==> config.mk <==
export PLATFORM = sky130hd
export DESIGN_NAME = seg_time_display_flat
export DESIGN_NICKNAME = d
export VERILOG_FILES = /design/src/rtl/seg_time_display_pkg.sv /design/src/rtl/seg_time_display_if.sv /design/src/rtl/seg_digit_decode.sv /design/src/rtl/seg_time_display.sv /design/src/flat_wrapper.sv
export SDC_FILE = /design/constraint.sdc
export NUM_CORES = 1
export LEC_CHECK = 0
export CORE_ASPECT_RATIO = 1.5
export CORE_MARGIN = 5
export CORE_UTILIZATION = 50
export CTS_CLUSTER_DIAMETER = 120
export CTS_CLUSTER_SIZE = 12
export DETAILED_ROUTE_END_ITERATION = 7
export PLACE_DENSITY = 0.72
export SYNTH_ARGS = -nofsm -noshare
export SYNTH_HDL_FRONTEND = slang
export SYNTH_SLANG_ARGS = --single-unit
==> constraint.sdc <==
create_clock -name clk -period 2.8 [get_ports clk]
set_input_delay 0.7 -clock clk [delete_from_list [all_inputs] [get_ports clk]]
set_output_delay 0.7 -clock clk [all_outputs]
set_load 0.02 [all_outputs]
==> src/rtl/seg_time_display_pkg.sv <==
// Shared constants, segment lookup and FSM state type for the seven-segment
// time display block.
package seg_disp_pkg;

  localparam logic [6:0] SEG_BLANK = 7'b1111111;

  // Active-low gfedcba patterns for the decimal digits 0..9.
  localparam logic [6:0] SEG_DIGIT [0:9] = '{
    7'b1000000, 7'b1111001, 7'b0100100, 7'b0110000, 7'b0011001,
    7'b0010010, 7'b0000010, 7'b1111000, 7'b0000000, 7'b0010000
  };

  typedef enum logic [1:0] {IDLE, CONV, UPD} dispState_e;

  // 10**n, used to check that MAX_VAL fits in the available digits.
  function automatic longint pow10(input int n);
    longint acc;
    acc = 1;
    for (int k = 0; k < n; k++) acc = acc * 10;
    return acc;
  endfunction

  // Double-dabble correction applied to each BCD nibble before a shift.
  function automatic logic [3:0] addThree(input logic [3:0] nib);
    return (nib >= 4'd5) ? nib + 4'd3 : nib;
  endfunction

endpackage

==> src/rtl/seg_time_display_if.sv <==
// Value handshake between a clock counter (master) and the display (slave).
interface seg_time_display_if #(
  parameter int VAL_W = 6
) ();

  logic             valid_in;
  logic [VAL_W-1:0] value_in;
  logic             ready_out;

  modport master (output valid_in, output value_in, input ready_out);
  modport slave  (input valid_in, input value_in, output ready_out);

endinterface

==> src/rtl/seg_digit_decode.sv <==
// Combinational BCD nibble to active-low gfedcba segment decoder.
module seg_digit_decode
  import seg_disp_pkg::*;
(
  input  logic [3:0] bcdIn,
  output logic [6:0] segOut
);

  // Look up the digit pattern; anything above 9 stays dark.
  always_comb begin
    segOut = SEG_BLANK;
    case (bcdIn)
      4'd0: segOut = SEG_DIGIT[0];
      4'd1: segOut = SEG_DIGIT[1];
      4'd2: segOut = SEG_DIGIT[2];
      4'd3: segOut = SEG_DIGIT[3];
      4'd4: segOut = SEG_DIGIT[4];
      4'd5: segOut = SEG_DIGIT[5];
      4'd6: segOut = SEG_DIGIT[6];
      4'd7: segOut = SEG_DIGIT[7];
      4'd8: segOut = SEG_DIGIT[8];
      4'd9: segOut = SEG_DIGIT[9];
      default: segOut = SEG_BLANK;
    endcase
  end

endmodule

==> src/rtl/seg_time_display.sv <==
// Binary-to-seven-segment display driver: accepts a value over a valid/ready
// handshake, converts it to BCD with a sequential double-dabble and updates a
// registered segment display with range blanking, leading-zero blanking and
// blinking.
//
//   state | meaning
//   IDLE  | ready for a new value
//   CONV  | double-dabble shifting, one input bit per cycle
//   UPD   | register results into display/bcd/err, pulse upd_done
module seg_time_display
  import seg_disp_pkg::*;
#(
  parameter int NUM_DIGITS = 2,
  parameter int VAL_W      = 6,
  parameter int MAX_VAL    = 59,
  parameter int BLINK_DIV  = 25000000,
  parameter int LZ_BLANK   = 0
) (
  input  logic                      clk,
  input  logic                      rst_n,
  seg_time_display_if.slave         inBus,
  input  logic                      blink_en,
  output logic [NUM_DIGITS*7-1:0]   segs_out,
  output logic [NUM_DIGITS*4-1:0]   bcd_out,
  output logic                      err_out,
  output logic                      upd_done
);

  localparam int BCD_W   = NUM_DIGITS * 4;
  localparam int SEG_W   = NUM_DIGITS * 7;
  localparam int SR_W    = BCD_W + VAL_W;
  localparam int CNT_W   = $clog2(VAL_W + 1);
  localparam int BLINK_W = (BLINK_DIV > 2) ? $clog2(BLINK_DIV) : 1;

  localparam logic [VAL_W-1:0]   MAX_V      = VAL_W'(MAX_VAL);
  localparam logic [BLINK_W-1:0] BLINK_LAST = BLINK_W'(BLINK_DIV - 1);

  // Parameter sanity: fail elaboration rather than build a display that lies.
  if (longint'(MAX_VAL) >= pow10(NUM_DIGITS)) begin : gChkDigits
    $fatal(1, "seg_time_display: MAX_VAL does not fit in NUM_DIGITS digits");
  end
  if (longint'(MAX_VAL) >= (longint'(1) << VAL_W)) begin : gChkWidth
    $fatal(1, "seg_time_display: MAX_VAL does not fit in VAL_W bits");
  end
  if (BLINK_DIV < 2) begin : gChkBlink
    $fatal(1, "seg_time_display: BLINK_DIV must be at least 2");
  end

  dispState_e         state, stateNext;
  logic [SR_W-1:0]    shiftReg;
  logic [SR_W-1:0]    adjusted;
  logic [CNT_W-1:0]   bitCnt;
  logic               pendErr;
  logic [SEG_W-1:0]   dispReg;
  logic [SEG_W-1:0]   dispReset;
  logic [SEG_W-1:0]   decodedDisp;
  logic [BCD_W-1:0]   convBcd;
  logic [6:0]         rawSeg [NUM_DIGITS];
  logic [BLINK_W-1:0] blinkCnt;
  logic               blinkPhase;
  logic               accept;
  logic               outOfRange;

  assign inBus.ready_out = (state == IDLE);
  assign accept          = inBus.valid_in && inBus.ready_out;
  assign outOfRange      = (inBus.value_in > MAX_V);
  assign convBcd         = shiftReg[SR_W-1:VAL_W];

  // Per-digit decode of the converted BCD, with optional leading-zero blanking;
  // also builds the reset-time display, which is simply the value 0.
  for (genvar i = 0; i < NUM_DIGITS; i++) begin : gDigit
    seg_digit_decode uDecode (
      .bcdIn  (convBcd[4*i +: 4]),
      .segOut (rawSeg[i])
    );
    if (i == 0 || LZ_BLANK == 0) begin : gKeep
      assign decodedDisp[7*i +: 7] = rawSeg[i];
      assign dispReset[7*i +: 7]   = SEG_DIGIT[0];
    end else begin : gLzBlank
      assign decodedDisp[7*i +: 7] = (convBcd[BCD_W-1:4*i] == '0) ? SEG_BLANK : rawSeg[i];
      assign dispReset[7*i +: 7]   = SEG_BLANK;
    end
  end

  // One double-dabble step: correct every BCD nibble that would overflow on shift.
  always_comb begin
    adjusted = shiftReg;
    for (int d = 0; d < NUM_DIGITS; d++) begin
      adjusted[VAL_W + 4*d +: 4] = addThree(shiftReg[VAL_W + 4*d +: 4]);
    end
  end

  // FSM state register.
  always_ff @(posedge clk) begin
    if (!rst_n) state <= IDLE;
    else        state <= stateNext;
  end

  // FSM next-state decode.
  always_comb begin
    stateNext = state;
    case (state)
      IDLE: begin
        if (accept) stateNext = outOfRange ? UPD : CONV;
      end
      CONV: begin
        if (bitCnt == CNT_W'(1)) stateNext = UPD;
      end
      UPD:     stateNext = IDLE;
      default: stateNext = IDLE;
    endcase
  end

  // Conversion datapath and registered results.
  always_ff @(posedge clk) begin
    if (!rst_n) begin
      shiftReg <= '0;
      bitCnt   <= '0;
      pendErr  <= 1'b0;
      bcd_out  <= '0;
      err_out  <= 1'b0;
      upd_done <= 1'b0;
      dispReg  <= dispReset;
    end else begin
      upd_done <= 1'b0;
      case (state)
        IDLE: begin
          if (accept) begin
            pendErr  <= outOfRange;
            shiftReg <= {{BCD_W{1'b0}}, inBus.value_in};
            bitCnt   <= CNT_W'(VAL_W);
          end
        end
        CONV: begin
          shiftReg <= adjusted << 1;
          bitCnt   <= bitCnt - CNT_W'(1);
        end
        UPD: begin
          upd_done <= 1'b1;
          if (pendErr) begin
            // Out of range: blank everything but keep the last good BCD.
            err_out <= 1'b1;
            dispReg <= {NUM_DIGITS{SEG_BLANK}};
          end else begin
            err_out <= 1'b0;
            bcd_out <= convBcd;
            dispReg <= decodedDisp;
          end
        end
        default: ;
      endcase
    end
  end

  // Blink timer: phase toggles every BLINK_DIV cycles while blinking is enabled.
  always_ff @(posedge clk) begin
    if (!rst_n || !blink_en) begin
      blinkCnt   <= '0;
      blinkPhase <= 1'b0;
    end else if (blinkCnt == BLINK_LAST) begin
      blinkCnt   <= '0;
      blinkPhase <= ~blinkPhase;
    end else begin
      blinkCnt   <= blinkCnt + BLINK_W'(1);
    end
  end

  // Blink only masks the output; the display register itself is untouched.
  assign segs_out = (blink_en && blinkPhase) ? {NUM_DIGITS{SEG_BLANK}} : dispReg;

endmodule

==> src/flat_wrapper.sv <==
// flat-port wrapper written by rule: the top's interface ports become plain ports
module seg_time_display_flat import seg_disp_pkg::*;
#(
  parameter int NUM_DIGITS = 2,
  parameter int VAL_W      = 6,
  parameter int MAX_VAL    = 59,
  parameter int BLINK_DIV  = 25000000,
  parameter int LZ_BLANK   = 0
)
  (clk, rst_n, blink_en, segs_out, bcd_out, err_out, upd_done, inBus_valid_in, inBus_value_in, inBus_ready_out);
  seg_time_display_if #(.VAL_W(VAL_W)) inBus_i ();
  input  logic clk;
  input  logic rst_n;
  input  logic blink_en;
  output logic [NUM_DIGITS*7-1:0] segs_out;
  output logic [NUM_DIGITS*4-1:0] bcd_out;
  output logic err_out;
  output logic upd_done;
  input wire logic [$bits(inBus_i.valid_in)-1:0] inBus_valid_in;
  input wire logic [$bits(inBus_i.value_in)-1:0] inBus_value_in;
  output wire logic [$bits(inBus_i.ready_out)-1:0] inBus_ready_out;
  assign inBus_i.valid_in = inBus_valid_in;
  assign inBus_i.value_in = inBus_value_in;
  assign inBus_ready_out = inBus_i.ready_out;
  seg_time_display #(.NUM_DIGITS(NUM_DIGITS), .VAL_W(VAL_W), .MAX_VAL(MAX_VAL), .BLINK_DIV(BLINK_DIV), .LZ_BLANK(LZ_BLANK)) u_core (.clk(clk), .rst_n(rst_n), .inBus(inBus_i), .blink_en(blink_en), .segs_out(segs_out), .bcd_out(bcd_out), .err_out(err_out), .upd_done(upd_done));
endmodule
Yosys cells after proc, flatten, opt, wreduce, memory -nomap -nowiden. Memory sizes are Yosys's and may differ from the RTL's. A register that Yosys moved wholly into a read port is not among the register bits. Index checks and enable logic that the tools add are counted.

Bitwise logic cells: 2. $mul: 0. Reduce and logical (&&, ||, !) cells: 12. Equality and inequality tests: 6. Mux-type cells: 18. Shift-type cells: 0. $lt $le $gt $ge: 3. Div/mod/pow operators: 0. Add/subtract/negate cells: 4.

Operators by type and width (count): $mux W14 (3); $pmux W14 S2 (1); $add A25 B1 Y25 const B (1); $eq A25 B25 Y1 const B (1); $mux W4 (5); $ge A4 B3 Y1 const B (2); $reduce_and A2 Y1 (4); $gt A6 B6 Y1 const B (1); $mux W2 (3); $mux W3 (2); $pmux W3 S2 (1); $add A4 B2 Y4 const B (1); $pmux W2 S2 (1); $add A3 B2 Y3 const B (1); $eq A3 B1 Y1 const B (1); $sub A3 B1 Y3 const B (1); $eq A2 B1 Y1 const B (1); $eq A2 B2 Y1 const B (1); $logic_and A1 B1 Y1 (2); $logic_not A1 Y1 (2); $logic_not A2 Y1 (1); $mux W1 (2); $ne A2 B1 Y1 const B (1); $ne A2 B2 Y1 const B (1); 4 further kinds (5).

Output and inout bits: 25. Register bits: 70. Logic and storage cells: 57. Bits in writable memories: 0. Latch bits: 0. ROM bits: 224. Memories kept: 2.

Memories: (name not given) (depth 16, width 7, rd ports 1, clocked after memory_dff 1, wr ports 0, RTL line seg_digit_decode.sv:12) `case (bcdIn)`; (name not given) (depth 16, width 7, rd ports 1, clocked after memory_dff 1, wr ports 0, RTL line seg_digit_decode.sv:12).

Depth between registers and ports, before layout. Gate-level depths: netlist of the first run.

Depth after elaboration: 6. Gate-level depth with buffers: 11. Mapped depth without buffers: 11.

Hierarchy. Synthesis of the first run repeated with hierarchy kept, for this count alone.

Cells, all modules: 429. Area, all modules: 3457.1 µm².

Modules (own cells, without submodules): seg_time_display (times used 1, area each 3046.7 µm², cells each 365); seg_digit_decode (u_core.gDigit[0].uDecode) (times used 1, area each 210.2 µm², cells each 33); seg_digit_decode (u_core.gDigit[1].uDecode) (times used 1, area each 200.2 µm², cells each 31).

Worst setup path before layout of the first run. Ideal clock, no wire load.

Kind: register to register. Start point: reg u_core.state[1]. End point: reg, netlist name u_core.gDigit[1].uDecode.segOut[1]. Library setup time: 0.076 ns. Cell stages (with the launch flop): 11. Data arrival time: 2.150 ns. Setup slack: 0.574 ns. Data required time: 2.724 ns. Period minus slack after synthesis: 2.226 ns. Cells stage by stage: dfxtp_1 clkbuf_1 nor2b_1 clkbuf_1 nand2_1 o31ai_1 and2_1 inv_1 ha_1 a21o_1 a21boi_0.

Longest elaborated chain between the ends: 6.

Ends and longest elaborated chain: from (decl) (RTL line seg_time_display.sv:49) `dispState_e state, stateNext;`; from (signal assigned) (RTL line seg_time_display.sv:96) `else state <= stateNext;`; $logic_not A2 Y1 (RTL line seg_time_display.sv:64, seg_time_display.sv:126); $logic_and A1 B1 Y1 (RTL line seg_time_display.sv:65) `assign accept = inBus.valid_in && inBus.ready_out;`; $ne A2 B2 Y1 (no line); $reduce_and A2 Y1 (no line); $mux W4 (no line) * (2 in series).

Every way passes the cells marked *; elsewhere a longest branch is shown, timed or not. A chain may end at the register's enable or synchronous reset.

Worst setup path after layout of the first run.
Start point: reg u_core.blinkCnt[8]. End point: reg u_core.blinkCnt[14].

Longest elaborated chain between the ends: 2.

Ends and longest elaborated chain: from (decl) (RTL line seg_time_display.sv:59) `logic [BLINK_W-1:0] blinkCnt;`; from (signal assigned) (RTL line seg_time_display.sv:164) `blinkCnt <= blinkCnt + BLINK_W'(1);`; parallel branches: the longest is 2 deep, another holds $add A25 B1 Y25.

Parallel ways; which one is timed is not known.

==> out/qor.txt, run 1 <==
dominant cells by area after synthesis - dfxtp_1, ha_1, nor2_1
ANT nets after route - 0
slowest cell on the critical path - or2_1
Placement Setup Slack - -6.86 ps
clk_lat worst skew - 340 ps
overall routing resource usage - 0.187
Worst path most repeated cell - or4_1
Final Instance Count excl. Fillers - 620
# placed instances - 604
Worst IR Drop VDD - 0.000382 V
cell count after synthesis - 467
Synth Area in Adders - 0.0530
drc violations - 0
yosys warns - 0
Port-buffer cells - 34
initial core utilization - 0.508
Distinct cells, synth - 50
Core Area - 7910 sq um
post-synthesis compound-gate area fraction - 0.148
relative slew slack - 0.442
Post-synth ARST share - 0
Leak - 2.12 nW
Syn-to-layout area delta - 23.0%
HP Class - flop to flop
post-synthesis sequential area ratio - 0.419
DR vias - 3346
initial antenna violation count - 0
PD cells - 582 nW/um^2
clock root buffer - clkbuf_16
global placement routability congestion - 0.848
Crit. End Element - flop
critical path, cell by cell - or4_1 -> or4_1 -> nor4_2 -> or2_1 -> nor2_1
clk_skew - 6.10 ps
status - complete, no violations
final worst path period share - 0.920
Routed wire per std cell - 14.4 um
CP Buf/Inv Count - 0
CTS clk-pin slew, worst paths - 60 ps
Final Hold Vio Count - 0
max frequency - 388 MHz
R2R cell count - 5
drt total wl - 8930 um
pin count of the biggest net entering global routing - 25
Worst EP required - 2990 ps
Netlist Area Pre-Place - 4020 sq um
xor/xnor cell area share of the yosys netlist - 0.0524
crit start category - flop
die width - 83.2 um
critical path class - flop to flop
hold slack - 469 ps
worst hold stages - 2
Critical Path Stages - 5
Synth Flop Type - dfxtp_1
largest family of logic cells by synthesized area - simple AND/OR/NAND/NOR gates
deepest clock path buffer count - 2
TritonCTS sink count - 84
post-layout min period - 2580 ps
Yosys reg bits - 84
crit-path max FO - 24
most common cell in the netlist - dfxtp_1
CTS tree - yes
Max-cap violations - 0
first-pass GRT wire length - 15200 um
hpwl dp - 6480 um
Worst-Margin Slew - 838 ps
Post-Synth Simple-Gate Area - 0.271
ANT cells - 0
Syn Nets - 494
Ports - 35
drt first pass iters - 4
GR Overflow Total - 0
top cells by count, synth - dfxtp_1, nor2_1, nand2_1
Synth top area share - 0.419
Final Power - 2.87 mW
number of buffers created by CTS - 9
Syn Area/Cell - 8.60 sq um
vias in the first global route - 3275
Die Area - 9960 sq um
RSZ-0062 raised after global routing - false
Worst path max stage delay - 710 ps
H-Tree Level Count - 3
PnR worst setup slack - 223 ps
WP data arrival - 2770 ps
Final Cell Area - 4940 sq um
mux contribution to synthesized area - 0.00997
placed inst area - 4560 sq um
Pins Over Slew Limit - 0
Chip Height - 120 um
layout cells sized above 1 - 0.0816
biggest area consumer among synthesized cells - dfxtp_1
CTS hold repair buffers - 0
CP delay by family, top - simple AND/OR/NAND/NOR gates
1st-iter DRT viols - 158
fin nets - 537
post-detailed-route via-to-cell ratio - 5.40
setup TNS - 0 ps
Util after Layout - 0.624
Final setup viols - 0
number of synthesized flops with an enable pin - 0
# rows - 40
-- registers in the layout, indices dropped and copies added, names as in the netlist --
signal                        cells
u_core.blinkPhase                 1
u_core.blinkCnt                  25
u_core.dispReg                   14
u_core.bcd_out                    8
u_core.shiftReg                  14
u_core.pendErr                    1
u_core.err_out                    1
u_core.state                      2
u_core.bitCnt                     3
u_core.upd_done                   1
u_core.gDigit.uDecode.segOut     14
-- kinds of logic after synthesis --
family / Yosys count
mux: 4
compound gates: 82
xor+xnor: 24
flops: 84
fa+ha+maj: 17
simple gates: 211
buf+inv: 45
-- final cells by class --
cell class	count	area (sq um)
Multi-Input combinational cell	338	2150
Fill cell	699	2970
Timing Repair Buffer	58	557
Clock buffer	10	239
Tap cell	105	131
Inverter	19	71.3
Clock inverter	6	111
Sequential cell	84	1680
-- worst reg2reg max path: stages, from the launching register on --
cell and delay [ps]:
dfxtp_1 360, or4_1 500, or4_1 420, nor4_2 320
or2_1 710, nor2_1 120
-- per-layer routing --
layer / GRT usage / routed length [um]
met1: 0.209 / 3690
met2: 0.331 / 4560
met3: 0.0481 / 411
met4: 0.0879 / 269
met5: 0 / 0
-- final timing paths --
path	from	endpoint	slack [ps]
worst max-delay path	u_core.blinkCnt[8]	u_core.blinkCnt[14]	220
worst min-delay path	u_core.err_out	u_core.err_out	470
worst max register to register	u_core.blinkCnt[8]	u_core.blinkCnt[14]	220
worst min register to register	u_core.err_out	u_core.err_out	470
-- layout by cell type, fill, tap and decap left out, drive strengths merged, types with 4 or more instances in the layout --
master         synthesis  final
dfxtp                 84     84
nor2                  52     52
nand2                 42     42
buf                    3     24
o21ai                 22     22
nand2b                20     20
clkdlybuf4s50          0     20
nand3                 19     19
xor2                  19     19
inv                   17     17
ha                    17     17
and2                  16     16
nor3                  16     16
nor3b                 12     12
dlymetal6s2s           0     11
a21boi                10     10
clkbuf                23     10
nand4                  7      7
nor2b                  6      6
and3                   6      6
a21oi                  6      6
a211oi                 5      5
a2bb2oi                5      5
o211a                  5      5
xnor2                  5      5
a21o                   4      4
mux2i                  4      4
clkinv                 2      4
-- where the power goes --
group | leakage (nW) | switching (mW) | internal (mW) | total [mW]
sequential | 0.681 | 0.0272 | 1.23 | 1.26
clock | 0.169 | 0.477 | 0.895 | 1.37
combinational | 1.27 | 0.136 | 0.110 | 0.246
total | 2.12 | 0.640 | 2.23 | 2.87
-- timing repair --
item / 4_1_cts / 5_1_grt
endpoints found under the setup margin: 3 / 11
pin swaps: 0 / 0
setup buffers: 0 / 0
gates resized for setup: 3 / 11
(Power assumes the default switching activity.)
==> run 2: changes to the inputs <==
PLACE_DENSITY = 0.74   (was 0.72)
clock period = 2.3 ns   (was 2.8 ns; I/O delays follow)
==> run 2 against run 1 <==
- die area unchanged
- critical path depth unchanged
- clock-buffer cell count unchanged
- combinational power increased by 29%
- largest cell class unchanged
==> out/qor.txt, run 2 (synthesis results as in run 1) <==
status - complete, no violations (unchanged)
Syn-to-layout area delta - 24.4% (was 23.0%)
setup TNS - 0 ps (unchanged)
critical path class - primary input to output port (was flop to flop)
Final Instance Count excl. Fillers - 640 (was 620)
max frequency - 445 MHz
Core Area - 7910 sq um (unchanged)
DR top layer - met4 (unchanged)
first-pass GRT wire length - 15500 um (was 15200 um)
layout cells sized above 1 - 0.153 (was 0.0816)
Reg-to-Reg End - u_core.gDigit[1].uDecode.segOut[1] (was u_core.blinkCnt[14])
met3 routed WL - 270 um (was 411 um)
clock root buffer - clkbuf_16 (unchanged)
commonest non-fill, non-tap cell in the layout - dfxtp_1 (unchanged)
Chip Height - 120 um (unchanged)
R2R cell count - 10 (was 5)
Leak - 2.06 nW (was 2.12 nW)
drc violations - 0 (unchanged)
ANT cells - 0 (unchanged)
critical path, cell by cell - clkdlybuf4s50_1 -> nand2_1 -> buf_12 -> nand2b_1 -> clkdlybuf4s15_1 (was or4_1 -> or4_1 -> nor4_2 -> or2_1 -> nor2_1)
drt first pass iters - 4 (unchanged)
worst hold stages - 2 (unchanged)
Max-cap violations - 0 (unchanged)
crit start category - primary input (was flop)
PD cells - 641 nW/um^2 (was 582 nW/um^2)
post-detailed-route via-to-cell ratio - 5.29 (was 5.40)
H-Tree Level Count - 3 (unchanged)
worst hold endpoint - u_core.err_out (unchanged)
Worst IR Drop VDD - 0.000478 V (was 0.000382 V)
Worst-Margin Slew - 678 ps (was 838 ps)
GR Overflow Total - 0 (unchanged)
# placed instances - 624 (was 604)
CP Buf/Inv Count - 3 (was 0)
pin count of the biggest net entering global routing - 25 (unchanged)
Met2 Wirelength - 4680 um (was 4560 um)
Largest register FFs - 25 (unchanged)
Final setup viols - 0 (unchanged)
Final Hold Vio Count - 0 (unchanged)
Crit. End Element - output port (was flop)
WP data arrival - 1670 ps (was 2770 ps)
Util after Layout - 0.631 (was 0.624)
initial antenna violation count - 0 (unchanged)
DR vias - 3388 (was 3346)
global placement routability congestion - 0.861 (was 0.848)
Ports - 35 (unchanged)
Worst EP required - 1730 ps (was 2990 ps)
1st-iter DRT viols - 129 (was 158)
Die Area - 9960 sq um (unchanged)
TritonCTS sink count - 84 (unchanged)
number of buffers created by CTS - 9 (unchanged)
post-layout min period - 2250 ps
die width - 83.2 um (unchanged)
CTS tree - yes (unchanged)
Worst path max stage delay - 480 ps (was 710 ps)
initial core utilization - 0.508 (unchanged)
slowest cell on the critical path - clkdlybuf4s50_1 (was or2_1)
vias in the first global route - 3382 (was 3275)
crit-path max FO - 14 (was 24)
worst reg2reg startpoint - u_core.shiftReg[6] (was u_core.blinkCnt[8])
flop2flop setup slack - 130 ps (was 220 ps)
ANT nets after route - 0 (unchanged)
Met1 Routed Length - 3790 um (was 3690 um)
final worst path period share - 0.977
# rows - 40 (unchanged)
Port-buffer cells - 34 (unchanged)
relative slew slack - 0.536 (was 0.442)
fin nets - 557 (was 537)
drt total wl - 8880 um (was 8930 um)
most frequent cells in the layout - dfxtp_1, nor2_1, nand2_1, buf_4, o21ai_0 (unchanged)
CP delay by family, top - buffers and inverters (was simple AND/OR/NAND/NOR gates)
clk_skew - 3.53 ps (was 6.10 ps)
hpwl dp - 6640 um (was 6480 um)
RSZ-0062 raised after global routing - false (unchanged)
Final Power - 3.20 mW (was 2.87 mW)
PnR worst setup slack - 53.5 ps (was 223 ps)
Fill cells - 727 (was 699)
Routed wire per std cell - 13.9 um (was 14.4 um)
overall routing resource usage - 0.189 (was 0.187)
Pins Over Slew Limit - 0 (unchanged)
hold path start - u_core.err_out (unchanged)
Biggest register - u_core.blinkCnt (unchanged)
clk_lat worst skew - 340 ps (about the same)
Placement Setup Slack - -269 ps (was -6.86 ps)
deepest clock path buffer count - 2 (unchanged)
CTS clk-pin slew, worst paths - 60 ps (about the same)
HP Class - flop to flop (unchanged)
-- run 2: cell types whose count changed in the layout (fill, tap and decap cells not counted), moves of 3 or more --
cell	previous run	this run
bufinv_16	3	0
inv_6	0	3
clkbuf_2	0	10
clkdlybuf4s15_1	0	4
dlymetal6s2s_1	11	0
dlygate4sd2_1	3	0
buf_4	23	42
-- run 2: through the flow --
stage          area (sq um)  hold WS [ps]
6_report               4990           463
3_5_place_dp           4730           458
2_1_floorplan          4020           437
5_1_grt                4990           513
3_3_place_gp           4730           454
4_1_cts                4990           467
-- run 2: tightest hold or removal path: cells and delay by family (launching register included) --
family / cells / cell delay [ps]
AOI/OAI and AO/OA: 1 / 60
DFF: 1 / 310
and+or+nand+nor: 1 / 40
-- run 2: metal layers --
layer,track usage,up-vias
li1,-,1747
met1,0.212,1583
met2,0.343,46
met3,0.0405,12
met4,0.0757,0
met5,0,-
-- run 2: how the worst max path moves through the flow --
| stage | start | to | slack [ps] | cells after the start |
|---|---|---|---|---|
| after floorplan | u_core.state[1] | u_core.gDigit[1].uDecode.segOut[1] | 70 | 10 |
| after global placement | blink_en | segs_out[10] | -240 | 5 |
| after detailed placement | blink_en | segs_out[0] | -270 | 5 |
| after CTS | blink_en | segs_out[4] | 4 | 5 |
| after global routing | blink_en | segs_out[3] | 1 | 5 |
| final | blink_en | segs_out[7] | 50 | 5 |
-- run 2: cell type report --
| cell class | count | area (sq um) | area share |
|---|---|---|---|
| clock buffers | 10 | 239 | 0.0479 |
| flip-flops and latches | 84 | 1680 | 0.337 |
| repair buffers | 78 | 646 | 0.129 |
| clock inverters | 6 | 45.0 | 0.00902 |
| well taps | 105 | 131 | 0.0263 |
| multi-input cells | 338 | 2180 | 0.436 |
| inverters | 19 | 71.3 | 0.0143 |
-- run 2: power by group --
| part | switching, mW | internal [mW] |
|---|---|---|
| logic | 0.174 | 0.143 |
| clock network | 0.591 | 0.770 |
| registers | 0.0264 | 1.50 |
| total | 0.792 | 2.41 |
-- run 2: what timing repair did --
action,in CTS,in global routing
endpoints found under the setup margin,14,29
endpoints found under the hold margin,0,0
hold buffers,0,0
buffers inserted,0,0
resized for setup,15,34
pin swaps,0,1
gates cloned,0,0
==> run 3: changes to the inputs <==
CORE_ASPECT_RATIO = not set   (was 1.5)
SETUP_SLACK_MARGIN = 0.02   (was not set)
==> run 3 against run 2 <==
- sequential share of layout area fell by 0.16 points
- clock skew grew 6.3 ps
- non-clock buffer count unchanged
- highest routed layer unchanged
==> out/qor.txt, run 3 (synthesis results as in run 1) <==
most frequent cells in the layout - dfxtp_1, nor2_1, nand2_1, buf_4, o21ai_0 (unchanged)
fin nets - 557 (unchanged)
clk_lat worst skew - 350 ps (was 340 ps)
hpwl dp - 6010 um (was 6640 um)
CTS hold repair buffers - 0 (unchanged)
setup TNS - 0 ps (unchanged)
Critical Path Stages - 5 (unchanged)
Chip Height - 99.6 um (was 120 um)
worst hold endpoint - u_core.err_out (unchanged)
commonest non-fill, non-tap cell in the layout - dfxtp_1 (unchanged)
vias in the first global route - 3166 (was 3382)
post-layout min period - 2260 ps (was 2250 ps)
Final Instance Count excl. Fillers - 637 (was 640)
Pins Over Slew Limit - 0 (unchanged)
DR vias - 3342 (was 3388)
critical path, cell by cell - clkdlybuf4s50_1 -> nand2_1 -> buf_12 -> nand2b_1 -> dlygate4sd2_1 (was clkdlybuf4s50_1 -> nand2_1 -> buf_12 -> nand2b_1 -> clkdlybuf4s15_1)
die width - 99.6 um (was 83.2 um)
worst hold stages - 2 (unchanged)
footprint of the multi-input gates - 2220 sq um (was 2180 sq um)
crit start category - primary input (unchanged)
number of buffers created by CTS - 9 (unchanged)
CP delay by family, top - buffers and inverters (unchanged)
final worst path period share - 0.982 (was 0.977)
hold path start - u_core.err_out (unchanged)
Fill cells - 650 (was 727)
ANT nets after route - 0 (unchanged)
clk_skew - 9.80 ps (was 3.53 ps)
relative slew slack - 0.576 (was 0.536)
Max-cap violations - 0 (unchanged)
# placed instances - 621 (was 624)
FF/Latch Area - 1680 sq um (unchanged)
CTS clk-pin slew, worst paths - 80 ps (was 60 ps)
Worst EP required - 1730 ps (about the same)
crit-path max FO - 14 (unchanged)
clock root buffer - clkbuf_8 (was clkbuf_16)
Worst IR Drop VDD - 0.000315 V (was 0.000478 V)
Syn-to-layout area delta - 25.0% (was 24.4%)
Util after Layout - 0.646 (was 0.631)
Port-buffer cells - 34 (unchanged)
Ports - 35 (unchanged)
Largest register FFs - 25 (unchanged)
initial core utilization - 0.517 (was 0.508)
critical path class - primary input to output port (unchanged)
Final Hold Vio Count - 0 (unchanged)
drt total wl - 8290 um (was 8880 um)
TritonCTS sink count - 84 (unchanged)
drc violations - 0 (unchanged)
Biggest register - u_core.blinkCnt (unchanged)
Final setup viols - 0 (unchanged)
Routed wire per std cell - 13.0 um (was 13.9 um)
global placement routability congestion - 0.815 (was 0.861)
# rows - 32 (was 40)
H-Tree Level Count - 3 (unchanged)
overall routing resource usage - 0.175 (was 0.189)
Worst-Margin Slew - 632 ps (was 678 ps)
1st-iter DRT viols - 145 (was 129)
Reg-to-Reg End - u_core.blinkCnt[18] (was u_core.gDigit[1].uDecode.segOut[1])
CTS tree - yes (unchanged)
status - complete, no violations (unchanged)
deepest clock path buffer count - 2 (unchanged)
layout cells sized above 1 - 0.146 (was 0.153)
Core Area - 7770 sq um (was 7910 sq um)
ANT cells - 0 (unchanged)
first-pass GRT wire length - 14200 um (was 15500 um)
drt first pass iters - 4 (unchanged)
CP Buf/Inv Count - 3 (unchanged)
RSZ-0062 raised after global routing - true (was false)
initial antenna violation count - 0 (unchanged)
HP Class - flop to flop (unchanged)
Worst path max stage delay - 480 ps (about the same)
Crit. End Element - output port (unchanged)
PD cells - 596 nW/um^2 (was 641 nW/um^2)
pin count of the biggest net entering global routing - 25 (unchanged)
flop2flop setup slack - 170 ps (was 130 ps)
GR Overflow Total - 0 (unchanged)
slowest cell on the critical path - clkdlybuf4s50_1 (unchanged)
Final Power - 2.99 mW (was 3.20 mW)
post-detailed-route via-to-cell ratio - 5.25 (was 5.29)
Leak - 2.05 nW (was 2.06 nW)
WP data arrival - 1680 ps (was 1670 ps)
post-CTS setup buffers - 0 (unchanged)
worst reg2reg startpoint - u_core.blinkCnt[8] (was u_core.shiftReg[6])
Die Area - 9920 sq um (was 9960 sq um)
max frequency - 443 MHz (was 445 MHz)
R2R cell count - 6 (was 10)
run 3: changes by cell type in the layout (fill, tap and decap cells not counted), moves of 2 or more:
cell             before  now
a32oi_1               3    1
dlygate4sd2_1         0    3
clkbuf_8              1    9
clkbuf_16             9    0
clkbuf_2             10    0
clkdlybuf4s15_1       4   11
a32oi_2               0    2
bufinv_16             0    2
inv_6                 3    1
run 3: metal layers:
metal | vias to the layer above | global-route usage | part of all wire | routed length (um)
met4 | 0 | 0.0788 | 0.016 | 134
met5 | - | 0 | 0 | 0
li1 | 1735 | - | - | -
met3 | 12 | 0.0302 | 0.040 | 333
met1 | 1536 | 0.234 | 0.49 | 4020
met2 | 59 | 0.275 | 0.46 | 3800
run 3: layout make-up:
type,instances,share of cell area
multi-input combinational,338,0.442
inverter,19,0.0142
sequential,84,0.336
tap,102,0.0254
clock buffer,9,0.0247
clock inverter,7,0.0197
timing repair buffer,78,0.138
run 3: report_power, final:
group          internal [mW]  leakage (nW)  switching (mW)  total [mW]
clock network          0.617         0.110           0.536        1.15
logic                  0.146          1.26           0.169       0.315
registers               1.49         0.681          0.0260        1.52
run 3: worst min-delay path: cells and delay by family, from the launching register on:
kind | cells | cell delay, ps
flip-flops | 1 | 320
AND/OR/NAND/NOR | 1 | 50
AO/OA/AOI/OAI | 1 | 70
run 3: timing repair:
| item | in CTS | in global routing |
|---|---|---|
| pin swaps | 0 | 2 |
| gates resized for setup | 15 | 28 |
| setup endpoints to repair | 15 | 31 |
| cloned | 0 | 0 |
run 3: per-stage QoR:
stage	cell area, sq um	worst slack, ps	hold WS (ps)
finish	5020	41.4	476
global route	5020	4.19	516
CTS	4930	12.7	474
detailed placement	4720	-267	463
global placement	4720	-246	453
floorplan	4020	74.4	437
run 3: how the worst max path moves through the flow:
stage / endpoint / from / slack, ps
after floorplan: u_core.gDigit[1].uDecode.segOut[1] / u_core.state[1] / 70
after global placement: u_core.gDigit[0].uDecode.segOut[0] / inBus_valid_in / -250
after detailed placement: u_core.gDigit[1].uDecode.segOut[4] / inBus_valid_in / -270
after CTS: segs_out[2] / blink_en / 10
after global routing: u_core.gDigit[0].uDecode.segOut[2] / u_core.shiftReg[7] / 4
final: segs_out[1] / blink_en / 40
